**src/rtl/stream_rr_arbiter_pkg.sv**
```systemverilog
// Shared types and helpers for the packet-aware round-robin stream arbiter.
// State encoding and the source-index width function live here.
package stream_rr_arbiter_pkg;

    typedef enum logic {
        ST_IDLE   = 1'b0,
        ST_LOCKED = 1'b1
    } state_e;

    // Index width for n requesters; never below one bit so a single port still has a src field.
    function automatic int clog2_min1(input int n);
        int r;
        r = 0;
        while ((1 << r) < n) r++;
        return (r < 1) ? 1 : r;
    endfunction

endpackage

```
**src/rtl/stream_rr_arbiter_grant_pick.sv**
```systemverilog
// Combinational rotating-priority picker: first set request strictly after ptr,
// wrapping modulo NumPorts.
module rr_grant_pick
    import stream_rr_arbiter_pkg::*;
#(
    parameter int NumPorts = 4,
    parameter int SrcBits  = clog2_min1(NumPorts)
) (
    input  logic [NumPorts-1:0] req,
    input  logic [SrcBits-1:0]  ptr,
    output logic                gnt_valid,
    output logic [SrcBits-1:0]  gnt_idx
);

    logic [2*NumPorts-1:0] w_dbl;
    logic [NumPorts-1:0]   w_rot;
    int                    w_off;
    int                    w_sum;

    // Doubling the vector turns the wrap-around scan into a plain shift.
    assign w_dbl = {req, req};
    assign w_rot = NumPorts'(w_dbl >> (int'(ptr) + 1));

    always_comb begin
        w_off = 0;
        for (int k = NumPorts - 1; k >= 0; k--) begin
            if (w_rot[k]) w_off = k;
        end
        w_sum = int'(ptr) + 1 + w_off;
        if (w_sum >= NumPorts) w_sum = w_sum - NumPorts;
        gnt_idx   = SrcBits'(w_sum);
        gnt_valid = |w_rot;
    end

endmodule

```
**src/rtl/stream_rr_arbiter.sv**
```systemverilog
// N-to-1 packet-aware round-robin arbiter with a registered single-entry output stage.
// A port keeps the grant from its first beat through the beat carrying last.
module stream_rr_arbiter
    import stream_rr_arbiter_pkg::*;
#(
    parameter  int NumPorts = 4,
    parameter  int Width    = 8,
    localparam int SrcBits  = clog2_min1(NumPorts)
) (
    input  logic                      clk,
    input  logic                      rst_n,
    input  logic [NumPorts-1:0]       in_valid,
    output logic [NumPorts-1:0]       in_ready,
    input  logic [NumPorts*Width-1:0] in_data,
    input  logic [NumPorts-1:0]       in_last,
    output logic                      out_valid,
    input  logic                      out_ready,
    output logic [Width-1:0]          out_data,
    output logic                      out_last,
    output logic [SrcBits-1:0]        out_src,
    output logic                      locked
);

    state_e              r_state;
    state_e              w_state_nxt;
    logic [SrcBits-1:0]  r_owner;
    logic [SrcBits-1:0]  r_prio_ptr;
    logic                w_gnt_valid;
    logic [SrcBits-1:0]  w_gnt_idx;
    logic [SrcBits-1:0]  w_sel;
    logic [Width-1:0]    w_sel_data;
    logic                w_sel_last;
    logic                w_ld;
    logic                w_acc;
    logic [NumPorts-1:0] w_ready;
    logic                r_out_valid;
    logic [Width-1:0]    r_out_data;
    logic                r_out_last;
    logic [SrcBits-1:0]  r_out_src;

    rr_grant_pick #(
        .NumPorts (NumPorts),
        .SrcBits  (SrcBits)
    ) u_pick (
        .req       (in_valid),
        .ptr       (r_prio_ptr),
        .gnt_valid (w_gnt_valid),
        .gnt_idx   (w_gnt_idx)
    );

    // The output register can take a beat when empty or draining this cycle.
    assign w_ld       = ~r_out_valid | out_ready;
    assign w_sel      = (r_state == ST_LOCKED) ? r_owner : w_gnt_idx;
    assign w_sel_data = in_data[w_sel*Width +: Width];
    assign w_sel_last = in_last[w_sel];
    assign w_acc      = |(in_valid & w_ready);

    always_ff @(posedge clk or negedge rst_n) begin
        if (!rst_n) r_state <= ST_IDLE;
        else        r_state <= w_state_nxt;
    end

    always_comb begin
        w_state_nxt = r_state;
        if (w_acc) w_state_nxt = w_sel_last ? ST_IDLE : ST_LOCKED;
    end

    always_comb begin
        w_ready = '0;
        if (r_state == ST_LOCKED || w_gnt_valid) w_ready[w_sel] = w_ld;
    end

    assign in_ready = w_ready;
    assign locked   = (r_state == ST_LOCKED);

    // Pointer follows every accepted beat, so after a packet the scan resumes at owner+1.
    always_ff @(posedge clk or negedge rst_n) begin
        if (!rst_n) begin
            r_owner    <= '0;
            r_prio_ptr <= SrcBits'(NumPorts - 1);
        end else if (w_acc) begin
            r_owner    <= w_sel;
            r_prio_ptr <= w_sel;
        end
    end

    always_ff @(posedge clk or negedge rst_n) begin
        if (!rst_n) begin
            r_out_valid <= 1'b0;
            r_out_data  <= '0;
            r_out_last  <= 1'b0;
            r_out_src   <= '0;
        end else if (w_acc) begin
            r_out_valid <= 1'b1;
            r_out_data  <= w_sel_data;
            r_out_last  <= w_sel_last;
            r_out_src   <= w_sel;
        end else if (out_ready) begin
            r_out_valid <= 1'b0;
        end
    end

    assign out_valid = r_out_valid;
    assign out_data  = r_out_data;
    assign out_last  = r_out_last;
    assign out_src   = r_out_src;

endmodule

```
**config.mk**
```make
export PLATFORM = sky130hd
export DESIGN_NAME = stream_rr_arbiter
export DESIGN_NICKNAME = d
export VERILOG_FILES = /design/src/rtl/stream_rr_arbiter_pkg.sv /design/src/rtl/stream_rr_arbiter_grant_pick.sv /design/src/rtl/stream_rr_arbiter.sv
export SDC_FILE = /design/constraint.sdc
export NUM_CORES = 1
export LEC_CHECK = 0
export BUFFER_PORTS_ARGS = -buffer_cell sky130_fd_sc_hd__buf_2
export CAP_MARGIN = 10
export CORE_MARGIN = 2
export CORE_UTILIZATION = 45
export CTS_CLUSTER_DIAMETER = 30
export CTS_CLUSTER_SIZE = 25
export DETAILED_ROUTE_END_ITERATION = 12
export PLACE_DENSITY = 0.76
export SLEW_MARGIN = 20
export SYNTH_ARGS = -nofsm -noshare
export SYNTH_HDL_FRONTEND = slang
export SYNTH_HIERARCHICAL = 1
export SYNTH_SLANG_ARGS = --single-unit
```
**constraint.sdc**
```tcl
create_clock -name clk -period 3.6 [get_ports clk]
set_clock_uncertainty 0.15 [all_clocks]
set_input_delay 0.36 -clock clk [delete_from_list [all_inputs] [get_ports clk]]
set_output_delay 0.36 -clock clk [all_outputs]
set_load 0.05 [all_outputs]
```
* Yosys cells after proc, flatten, opt, wreduce, memory -nomap -nowiden *
Cells that the tools add are included.

operators by class
  add/subtract/negate cells = 3
  $lt $le $gt $ge = 3
  shift operators = 2
  muxes and demuxes = 14
  bitwise operators = 4
  reductions and logical operators = 5

operators with widths
  cell                 count
  $ge 32x4->1 const B  1
  $shiftx 32x6->8      1
  $mux 2               6
  $and 4x4->4          2
  $reduce_or 4->1      2
  $shr 8x3->4          1
  $mux 1               5
  $add 3x2->4          1
  $mux 4               1
  $add 2x1->3 const B  1
  $lt 2x3->1 const B   1
  $bmux 1 s2           1
  $demux 1 s2          1
  $ge 2x1->1 const B   1
  $reduce_bool 2->1    1
  $sub 2x1->2 const B  1
  $logic_and 1x1->1    1
  $logic_or 1x1->1     1
  $not 1->1            1
  $or 1x1->1           1

storage, ports and cells
  bits in registers = 15
  input bits = 43
  output and inout port bits = 17
  word-level logic and storage cells = 37

* Logic depth before layout (Yosys ltp) *
Gate-level depths: netlist of run 1.

  depth in word-level cells = 19
  gate-level depth with buffers = 13
  mapped depth without buffers = 12

* By module *
The synthesis of run 1 kept the hierarchy.

by module, submodules not included
  module             times used  cells each  area an instance (um2)  sequential area each (um2)
  stream_rr_arbiter  1           79          1029.7                  377.9
  rr_grant_pick      1           24          173.9                   0.0

* Worst setup path before layout of run 1 *
OpenSTA, ideal clock, no wires.

  path type = register to output
  start point = reg r_prio_ptr[1]
  end point = out in_ready[2]
  data arrival time = 2659 ps
  required time = 3090 ps
  setup slack = 431 ps
  cell stages (with the launch flop) = 12
  buffers on the path = 0
  cell sequence = dfstp_2 nand2_1 a2bb2oi_1 o21ai_0 o21a_1 ha_1 xnor2_1 xnor2_1 xnor2_1 and3b_1 o21ai_2 nor2_1

on the way
  longest elaborated chain between the ends = 16
  elaborated cells between the ends (all ways) = 20
  classes of those cells = add/sub: 3; order compare: 3; shift: 1; mux: 9; bitwise: 1; reduce/logical: 3

RTL lines
  element                                                                line                                                                    RTL
  from (decl)                                                            stream_rr_arbiter.sv:27                                                 logic [SrcBits-1:0] r_prio_ptr;
  from (signal assigned)                                                 stream_rr_arbiter.sv:80                                                 r_prio_ptr <= SrcBits'(NumPorts - 1);
  from (signal assigned)                                                 stream_rr_arbiter.sv:83                                                 r_prio_ptr <= w_sel;
  $add 2x1->3 (*)                                                        stream_rr_arbiter_grant_pick.sv:22, stream_rr_arbiter_grant_pick.sv:29
  $shr 8x3->4                                                            stream_rr_arbiter_grant_pick.sv:22                                      assign w_rot = NumPorts'(w_dbl >> (int'(ptr) + 1));
  $mux 2 (4 in series)                                                   stream_rr_arbiter_grant_pick.sv:27                                      if (w_rot[k]) w_off = k;
  $add 3x2->4 (*)                                                        stream_rr_arbiter_grant_pick.sv:29                                      w_sum = int'(ptr) + 1 + w_off;
  $ge 32x4->1 / $sub 2x1->2 (equally long branches)                      stream_rr_arbiter_grant_pick.sv:30                                      if (w_sum >= NumPorts) w_sum = w_sum - NumPorts;
  $mux 2 (*)                                                             stream_rr_arbiter_grant_pick.sv:30
  named net w_gnt_idx[1]                                                 stream_rr_arbiter.sv:29                                                 logic [SrcBits-1:0] w_gnt_idx;
  $mux 2 (*)                                                             stream_rr_arbiter.sv:53                                                 assign w_sel = (r_state == ST_LOCKED) ? r_owner : w_gnt_idx;
  $lt 2x3->1 (not written as such) / $ge 2x1->1 (equally long branches)  stream_rr_arbiter.sv:70                                                 if (r_state == ST_LOCKED || w_gnt_valid) w_ready[w_sel] = w_ld;
  $logic_and 1x1->1 (not written as such)                                stream_rr_arbiter.sv:70
  $mux 1 (not written as such)                                           stream_rr_arbiter.sv:70
  $demux 1 s2 (*)                                                        stream_rr_arbiter.sv:70
  $and 4x4->4 (no source line) (*)                                       n/a
  $mux 4 (*)                                                             stream_rr_arbiter.sv:70
  to (decl)                                                              stream_rr_arbiter.sv:13                                                 output logic [NumPorts-1:0] in_ready,

The timed path passes the listed nets; every way through them passes the cells marked *.

* Worst setup path in the final report of run 1 *
Same ends and word-level chain as after synthesis.

==> metrics.txt, run 1 <==
CP startpoint kind flip-flop; reg-to-reg endpoint out_data[5]$_DFFE_PN0P_; fill cell total of the finished layout 227; post-synthesis cell area between 0.001 and 0.0015 sq mm; count of flip-flops with a built-in enable after synthesis 0; commonest non-fill, non-tap cells in the layout sky130_fd_sc_hd__buf_2 (59), sky130_fd_sc_hd__mux2i_1 (27), sky130_fd_sc_hd__dfrtp_1 (13); # port buffers 59; Highest Clock Rate between 0.2 and 0.3 GHz; clock tree from TritonCTS yes; number of levels in the clock H-tree 1; count of inserted antenna diode cells 0; number of vias per cell after detailed routing 5.12; routed vias approximately 1,000; Mapped Nets 147; number of buffers created by CTS 3; final global-route overflow total 0; global-route wire length before repair 4250 um; largest fanout on the critical path 6; total die area a little over 0.003 sq mm; global placement routability congestion 0.821; status completed; Total Wirelength roughly 2500 um; share of post-route cells with drive strength above 1 0.512; Detailed Place HPWL around 2100 um; worst reg-to-reg path cell count 13; Routed Antenna Nets 0; Synth Warn # 6; FFs w/ async S/R, synth 1.00; cell at the root of the clock tree sky130_fd_sc_hd__clkbuf_4; slew of the pin with the lowest slew margin around 0.38 ns; overall routing resource usage 0.170; element type at the critical path end output port; total count of max-transition violations in the final report 0; final hold violations 0; Clock Path Buffers 2; critical path class flip-flop to output port; worst reg-to-reg setup slack 0.27 ns; Post-CTS Setup Inserts 0; final clock period utilization by the worst path 0.931; Core Util, Final 0.629; Worst Hold Path Cells 3; number of antenna violations at the first check in global routing 0; top_reg_cell synth sky130_fd_sc_hd__dfrtp_1; average cell area after synthesis around 12 sq um; number of design-rule violations left by the first detailed-router iteration 11; normalized max-slew margin 0.744; required time of the critical path 3.09 ns; synthesized instance count slightly above 100; total iterations of the first detailed-routing run 4; type of the tightest min-delay check input pin to flip-flop; Data arrival, critical path roughly 2.8 ns; min cycle time layout around 3.4 ns; library cells used by synthesis 35; Skew-Pair Late Insertion Delay ~0.27 ns; register area share after synthesis 0.314; max capacitance violation total 0; leading cell type in the layout, fill and taps excluded sky130_fd_sc_hd__buf_2; start point of the worst min-delay path out_ready; area growth from synthesis to layout 30.7%; Min-Delay Endpoint out_valid$_DFFE_PN0P_; startpoint of the lowest-slack register-to-register path r_prio_ptr[1]$_DFFE_PN1P_; unrepaired setup endpoints after global routing false; standard-cell row count 18; vertical die dimension between 50 and 60 um; DRC Markers 0; Final TNS setup 0 ns; number of top-level pins 60; routed wire length per instance about 13 um; core area approximately 0.0025 sq mm; Clock Sink Count 15; area occupied by multi-input gates slightly below 800 sq um; total setup violations reported at the end of the flow 0; Synth Register Bits 15; clock transition at the registers of the reported paths about 0.090 ns; initial core utilization 0.481; setup slack of the critical path after layout approximately 0.25 ns; post-layout net count around 210; Sequential cell area 378 sq um; worst-case setup slack after placement 0.312 ns; maximum number of pins on one net before global-route repair 18; vias in the first global route ~990; die width 55.7 um
-- cell families (layout without fill, tap and decap cells) --
family          after synthesis  in the layout  synth area share
compound gates               12             12            0.0863
xor+xnor                      3              3            0.0218
fa+ha+maj                     1              1            0.0104
buf+inv                       7             70            0.0385
flops                        15             15             0.314
mux                          44             44             0.435
simple gates                 21             21            0.0946
-- metal layers --
| layer | global-route usage | vias up | part of all wire |
|---|---|---|---|
| met5 | 0 | - | 0 |
| met4 | 0.0453 | 0 | 0.017 |
| met1 | 0.205 | 446 | 0.43 |
| li1 | - | 506 | - |
| met3 | 0.0372 | 4 | 0.076 |
| met2 | 0.303 | 47 | 0.48 |
-- metrics by stage --
| stage | hold slack (ns) | cell area (sq um) | std cells |
|---|---|---|---|
| after floorplan | -0.0856 | 1200 | 103 |
| final | 0.295 | 1570 | 196 |
| after CTS | 0.294 | 1570 | 196 |
| after detailed placement | 0.132 | 1540 | 191 |
| after global routing | 0.308 | 1570 | 196 |
| after global placement | 0.121 | 1540 | 191 |
-- sequential cells by signal, summed over array words and instances, names as in the netlist --
signal and count:
r_prio_ptr 2, r_owner 2, out_last 1, locked 1
out_data 8, out_valid 1
-- worst max-delay path: stages (launching register included) --
cell                        delay [ns]
sky130_fd_sc_hd__dfstp_2          0.59
sky130_fd_sc_hd__nand2_1          0.08
sky130_fd_sc_hd__a2bb2oi_1        0.17
sky130_fd_sc_hd__o21ai_0          0.12
sky130_fd_sc_hd__o21a_1           0.19
sky130_fd_sc_hd__ha_1             0.19
sky130_fd_sc_hd__xnor2_1          0.14
sky130_fd_sc_hd__xnor2_1          0.14
sky130_fd_sc_hd__xnor2_1          0.30
sky130_fd_sc_hd__and3b_1          0.23
sky130_fd_sc_hd__o21ai_2          0.08
sky130_fd_sc_hd__nor2_1           0.09
sky130_fd_sc_hd__buf_2            0.26
-- how the worst max path moves through the flow --
stage,from,to,slack (ns)
after detailed placement,r_prio_ptr[1]$_DFFE_PN1P_,out_data[5]$_DFFE_PN0P_,0.31
after floorplan,r_prio_ptr[1]$_DFFE_PN1P_,in_ready[2],0.43
after CTS,r_prio_ptr[1]$_DFFE_PN1P_,in_ready[2],0.27
final,r_prio_ptr[1]$_DFFE_PN1P_,in_ready[2],0.25
after global placement,in_valid[0],out_data[5]$_DFFE_PN0P_,0.45
after global routing,r_prio_ptr[1]$_DFFE_PN1P_,in_ready[3],0.07
-- cell usage after synthesis, types with 2 or more instances --
master                      n  area share
sky130_fd_sc_hd__xnor2_1    3       0.022
sky130_fd_sc_hd__o21ai_2    2       0.015
sky130_fd_sc_hd__dfstp_2    2       0.044
sky130_fd_sc_hd__mux2_4     9        0.11
sky130_fd_sc_hd__inv_1      3      0.0094
sky130_fd_sc_hd__nand2b_1   2       0.010
sky130_fd_sc_hd__mux2i_2    2       0.023
sky130_fd_sc_hd__buf_6      2       0.019
sky130_fd_sc_hd__nor2_1     6       0.019
sky130_fd_sc_hd__a21o_1     2       0.012
sky130_fd_sc_hd__nor2b_1    3       0.016
sky130_fd_sc_hd__mux2_1     4       0.037
sky130_fd_sc_hd__dfrtp_1   13        0.27
sky130_fd_sc_hd__nand2_1    3      0.0094
sky130_fd_sc_hd__mux2i_1   27        0.22
-- cell type report --
cell class,instances,area share
inverter,3,0.00716
multi-input combinational,81,0.496
tap,30,0.0239
sequential,15,0.240
timing repair buffer,63,0.216
clock buffer,4,0.0167
-- repair_timing --
action	4_1_cts	5_1_grt
endpoints found under the hold margin	13	0
gates resized for setup	0	0
setup endpoints to repair	0	0
hold buffers	1	0
Power of run 1 is not shown: default switching activity piles up to over one toggle a cycle in this logic, so the estimate is an artifact.
==> run 2, diff against run 1 <==
- CORE_ASPECT_RATIO: unset -> 1.5
- CTS_CLUSTER_SIZE: 25 -> unset
==> metrics.txt, run 2 (same netlist as run 1, synthesis figures left out) <==
number of levels in the clock H-tree 1; routed wire length per instance about 13 um; number of buffers created by CTS 3; setup slack of the critical path after layout 0.264 ns; Routed Antenna Nets 0; type of the tightest min-delay check input pin to flip-flop; vias in the first global route ~1,000; cell count after placement slightly below 200; critical path class flip-flop to output port; number of antenna violations at the first check in global routing 0; leading cell type in the layout, fill and taps excluded sky130_fd_sc_hd__buf_2; clock tree from TritonCTS yes; total iterations of the first detailed-routing run 6; maximum number of pins on one net before global-route repair 18; max capacitance violation total 0; Final TNS setup 0 ns; cell at the root of the clock tree sky130_fd_sc_hd__clkbuf_8; Total Wirelength around 2600 um; number of design-rule violations left by the first detailed-router iteration 11; commonest non-fill, non-tap cells in the layout sky130_fd_sc_hd__buf_2 (59), sky130_fd_sc_hd__mux2i_1 (27), sky130_fd_sc_hd__dfrtp_1 (13); Clock Sink Count 15; initial core utilization 0.460; min cycle time layout roughly 3.3 ns; core area 0.00262 sq mm; total count of max-transition violations in the final report 0; final global-route overflow total 0; area growth from synthesis to layout 31.9%; number of top-level pins 60; final hold violations 0; die width roughly 46 um; post-layout net count ~210; Non-Filler Instances roughly 200; Skew-Pair Late Insertion Delay roughly 0.24 ns; Data arrival, critical path 2.83 ns; CP startpoint kind flip-flop; Detailed Place HPWL roughly 2200 um; clock transition at the registers of the reported paths about 0.060 ns; slew of the pin with the lowest slew margin roughly 0.39 ns; # port buffers between 50 and 60; max reg flops 8; status completed; total die area slightly above 0.003 sq mm; Clock Path Buffers 2; DRC Markers 0; largest fanout on the critical path 6; global placement routability congestion around 0.81; overall routing resource usage 0.184; count of inserted antenna diode cells 0; Post-CTS Setup Inserts 0; final clock period utilization by the worst path 0.927; Core Util, Final 0.606; element type at the critical path end output port; unrepaired setup endpoints after global routing false; vertical die dimension between 60 and 70 um; share of post-route cells with drive strength above 1 0.512; Hold-fix buffers, CTS 1; routed vias slightly above 1,000; normalized max-slew margin 0.741; worst-case setup slack after placement 0.334 ns; number of vias per cell after detailed routing about 5.0; post-CTS sizing 0; global-route wire length before repair 4140 um; total setup violations reported at the end of the flow 0; standard-cell row count 23; required time of the critical path 3.09 ns; Highest Clock Rate between 0.2 and 0.3 GHz
[run 2: cell types whose count changed in the layout (fill, tap and decap cells not counted)]
cell	change
sky130_fd_sc_hd__clkbuf_4	-3
sky130_fd_sc_hd__clkbuf_8	+3
sky130_fd_sc_hd__buf_12	-1
sky130_fd_sc_hd__buf_4	+1
[run 2: layout make-up]
cell class | count | area, sq um
timing repair buffer | 63 | 328
multi-input combinational | 81 | 779
tap | 37 | 46.3
clock buffer | 4 | 45.0
sequential | 15 | 378
fill | 217 | 1030
inverter | 3 | 11.3
[run 2: metal layers]
layer | track usage | share of wire | wire (um) | vias up
met5 | 0 | 0 | 0 | -
met4 | 0.0964 | 0.020 | 52 | 0
met3 | 0.0374 | 0.067 | 174 | 4
met2 | 0.318 | 0.54 | 1400 | 49
met1 | 0.203 | 0.37 | 952 | 464
li1 | - | - | - | 504
[run 2: worst max-delay path: stages, from the launching register on]
cell and delay, ns:
sky130_fd_sc_hd__dfstp_2 0.57, sky130_fd_sc_hd__nand2_1 0.08, sky130_fd_sc_hd__a2bb2oi_1 0.17, sky130_fd_sc_hd__o21ai_0 0.11, sky130_fd_sc_hd__o21a_1 0.18, sky130_fd_sc_hd__ha_1 0.19, sky130_fd_sc_hd__xnor2_1 0.14, sky130_fd_sc_hd__xnor2_1 0.14
sky130_fd_sc_hd__xnor2_1 0.33, sky130_fd_sc_hd__and3b_1 0.24, sky130_fd_sc_hd__o21ai_2 0.09, sky130_fd_sc_hd__nor2_1 0.09, sky130_fd_sc_hd__buf_2 0.26
[run 2: worst paths after layout]
| path | start | slack [ns] | depth (start not counted) | to |
|---|---|---|---|---|
| max | r_prio_ptr[1]$_DFFE_PN1P_ | 0.26 | 12 | in_ready[3] |
| min | out_ready | 0.33 | 3 | out_valid$_DFFE_PN0P_ |
| max reg2reg | r_prio_ptr[1]$_DFFE_PN1P_ | 0.33 | 13 | out_data[6]$_DFFE_PN0P_ |
| min reg2reg | out_data[5]$_DFFE_PN0P_ | 0.34 | 1 | out_data[5]$_DFFE_PN0P_ |
| max in group asynchronous | rst_n | 2.62 | 2 | r_prio_ptr[0]$_DFFE_PN1P_ |
| min in group asynchronous | rst_n | 0.39 | 2 | out_data[0]$_DFFE_PN0P_ |
[run 2: stage by stage]
| stage | area (sq um) | hold slack (ns) |
|---|---|---|
| 5_1_grt | 1590 | 0.354 |
| 4_1_cts | 1590 | 0.321 |
| 6_report | 1590 | 0.325 |
| 3_3_place_gp | 1530 | 0.119 |
| 3_5_place_dp | 1530 | 0.130 |
| 2_1_floorplan | 1200 | -0.0856 |
Power of run 2 is left out for the same reason.
==> run 3, diff against run 2 <==
- ABC_AREA: unset -> 1
- CORE_UTILIZATION: 45 -> 46
- PLACE_DENSITY: 0.76 -> 0.77
- SKIP_LAST_GASP: unset -> 1
==> metrics.txt, run 3 <==
Mapped Nets ~240; global-route wire length before repair roughly 5000 um; # port buffers ~60; final global-route overflow total 0; synthesized instance count 200; type of the tightest min-delay check input pin to flip-flop; required time of the critical path 3.09 ns; final clock period utilization by the worst path 0.908; cell at the root of the clock tree sky130_fd_sc_hd__clkbuf_4; average cell area after synthesis a little over 6 sq um; min cycle time layout around 3.3 ns; Detailed Place HPWL approximately 2500 um; slew of the pin with the lowest slew margin roughly 0.37 ns; initial core utilization 0.491; Highest Clock Rate about 0.31 GHz; number of levels in the clock H-tree 1; proportion of netlist area held by the largest area contributor 0.336; share of post-route cells with drive strength above 1 0.291; count of inserted antenna diode cells 0; post-layout net count around 300; DRC Markers 0; element type at the critical path end output port; die width ~46 um; number of design-rule violations left by the first detailed-router iteration 33; routed vias roughly 1,400; library cell occupying the most area in the post-synthesis netlist sky130_fd_sc_hd__nand2_1; Data arrival, critical path about 2.8 ns; largest fanout on the critical path 17; number of vias per cell after detailed routing approximately 5; Final TNS setup 0 ns; total iterations of the first detailed-routing run 4; unrepaired setup endpoints after global routing false; top_reg_cell synth sky130_fd_sc_hd__dfrtp_1; routed wire length per instance about 11 um; critical path class flip-flop to output port; Synth Warn # 6; standard-cell row count 22; total die area 0.00308 sq mm; Clock Sink Count 15; Post-CTS Setup Inserts 0; CP startpoint kind flip-flop; core area about 0.0025 sq mm; number of antenna violations at the first check in global routing 0; Routed Antenna Nets 0; Synth Register Bits 15; count of flip-flops with a built-in enable after synthesis 0; vertical die dimension around 67 um; global placement routability congestion just under 0.9; library cells used by synthesis 22; status completed; maximum number of pins on one net before global-route repair 18; vias in the first global route roughly 1,300; total count of max-transition violations in the final report 0; clock tree from TritonCTS yes; post-synthesis cell area ~0.0012 sq mm; max capacitance violation total 0; Sequential cell area roughly 380 sq um; leading cell types by total area after synthesis sky130_fd_sc_hd__nand2_1 (34%), sky130_fd_sc_hd__dfrtp_1 (27%), sky130_fd_sc_hd__nand3_1 (9.5%); most used standard cell by instance count after synthesis sky130_fd_sc_hd__nand2_1; total setup violations reported at the end of the flow 0; Clock Path Buffers 2; final hold violations 0; Skew-Pair Late Insertion Delay 0.29 ns; FFs w/ async S/R, synth 1.00; overall routing resource usage 0.220; area occupied by multi-input gates ~760 sq um; max reg flops 8; number of top-level pins 60; fill cell total of the finished layout around 260; cell types with the highest counts after synthesis sky130_fd_sc_hd__nand2_1 (109), sky130_fd_sc_hd__nand3_1 (23), sky130_fd_sc_hd__dfrtp_1 (13); clock transition at the registers of the reported paths around 0.090 ns; Total Wirelength between 3000 and 4000 um; leading cell type in the layout, fill and taps excluded sky130_fd_sc_hd__nand2_1; area growth from synthesis to layout 27.6%; number of buffers created by CTS 3; register area share after synthesis 0.311; commonest non-fill, non-tap cells in the layout sky130_fd_sc_hd__nand2_1 (109), sky130_fd_sc_hd__buf_2 (58), sky130_fd_sc_hd__nand3_1 (23); normalized max-slew margin 0.750
[run 3: metrics by stage]
step                      cells  hold slack (ns)  setup slack, ns  area (sq um)  utilization
after global placement      277            0.120            0.584          1500        0.607
after CTS                   282           0.0896            0.269          1540        0.622
after global routing        282           0.0992           0.0334          1550        0.626
after floorplan             200          -0.0856          0.00183          1220            -
after detailed placement    277            0.121            0.503          1500        0.607
final                       282           0.0890            0.330          1550        0.626
[run 3: routing by layer]
layer  track usage  share of wire
met1         0.260           0.40
met2         0.375           0.52
met3        0.0542          0.061
met4        0.0679          0.019
met5             0              0
[run 3: worst max-delay path: stages, from the launching register on]
cell and delay, ns:
sky130_fd_sc_hd__dfstp_2 0.60, sky130_fd_sc_hd__inv_2 0.08, sky130_fd_sc_hd__nand2_1 0.08, sky130_fd_sc_hd__nand3_1 0.07, sky130_fd_sc_hd__nand2_1 0.11, sky130_fd_sc_hd__nand3_1 0.07
sky130_fd_sc_hd__a21boi_0 0.17, sky130_fd_sc_hd__ha_1 0.18, sky130_fd_sc_hd__nand3b_1 0.10, sky130_fd_sc_hd__nand2_1 0.07, sky130_fd_sc_hd__inv_1 0.05, sky130_fd_sc_hd__nand3_1 0.06
sky130_fd_sc_hd__nand2_1 0.06, sky130_fd_sc_hd__inv_1 0.04, sky130_fd_sc_hd__nand2_2 0.10, sky130_fd_sc_hd__nand2_8 0.12, sky130_fd_sc_hd__nor3_1 0.21, sky130_fd_sc_hd__buf_2 0.29
[run 3: logic make-up after synthesis]
family          share of synthesized area
simple gates                        0.548
fa+ha+maj                          0.0103
buf+inv                            0.0751
flops                               0.311
compound gates                     0.0556
[run 3: repair_timing]
action                                 4_1_cts  5_1_grt
resized for setup                            0        2
setup endpoints to repair                    0        2
endpoints found under the hold margin       13        0
hold buffers                                 1        0
[run 3: cell type report]
class | instances | area share
multi-input cells | 165 | 0.487
clock inverters | 1 | 0.00323
flip-flops and latches | 15 | 0.244
inverters | 14 | 0.0339
clock buffers | 3 | 0.0145
well taps | 24 | 0.0194
repair buffers | 60 | 0.198
[run 3: worst paths after layout]
| path | endpoint | depth (start not counted) | start | slack (ns) |
|---|---|---|---|---|
| max | in_ready[1] | 17 | r_prio_ptr[0]$_DFFE_PN1P_ | 0.33 |
| min | out_valid$_DFFE_PN0P_ | 2 | out_ready | 0.09 |
| max reg2reg | out_data[2]$_DFFE_PN0P_ | 20 | r_prio_ptr[0]$_DFFE_PN1P_ | 0.51 |
| min reg2reg | out_data[6]$_DFFE_PN0P_ | 2 | out_data[6]$_DFFE_PN0P_ | 0.33 |
| max in group asynchronous | r_prio_ptr[0]$_DFFE_PN1P_ | 2 | rst_n | 2.67 |
| min in group asynchronous | out_valid$_DFFE_PN0P_ | 2 | rst_n | 0.35 |
Power of run 3 is left out for the same reason.
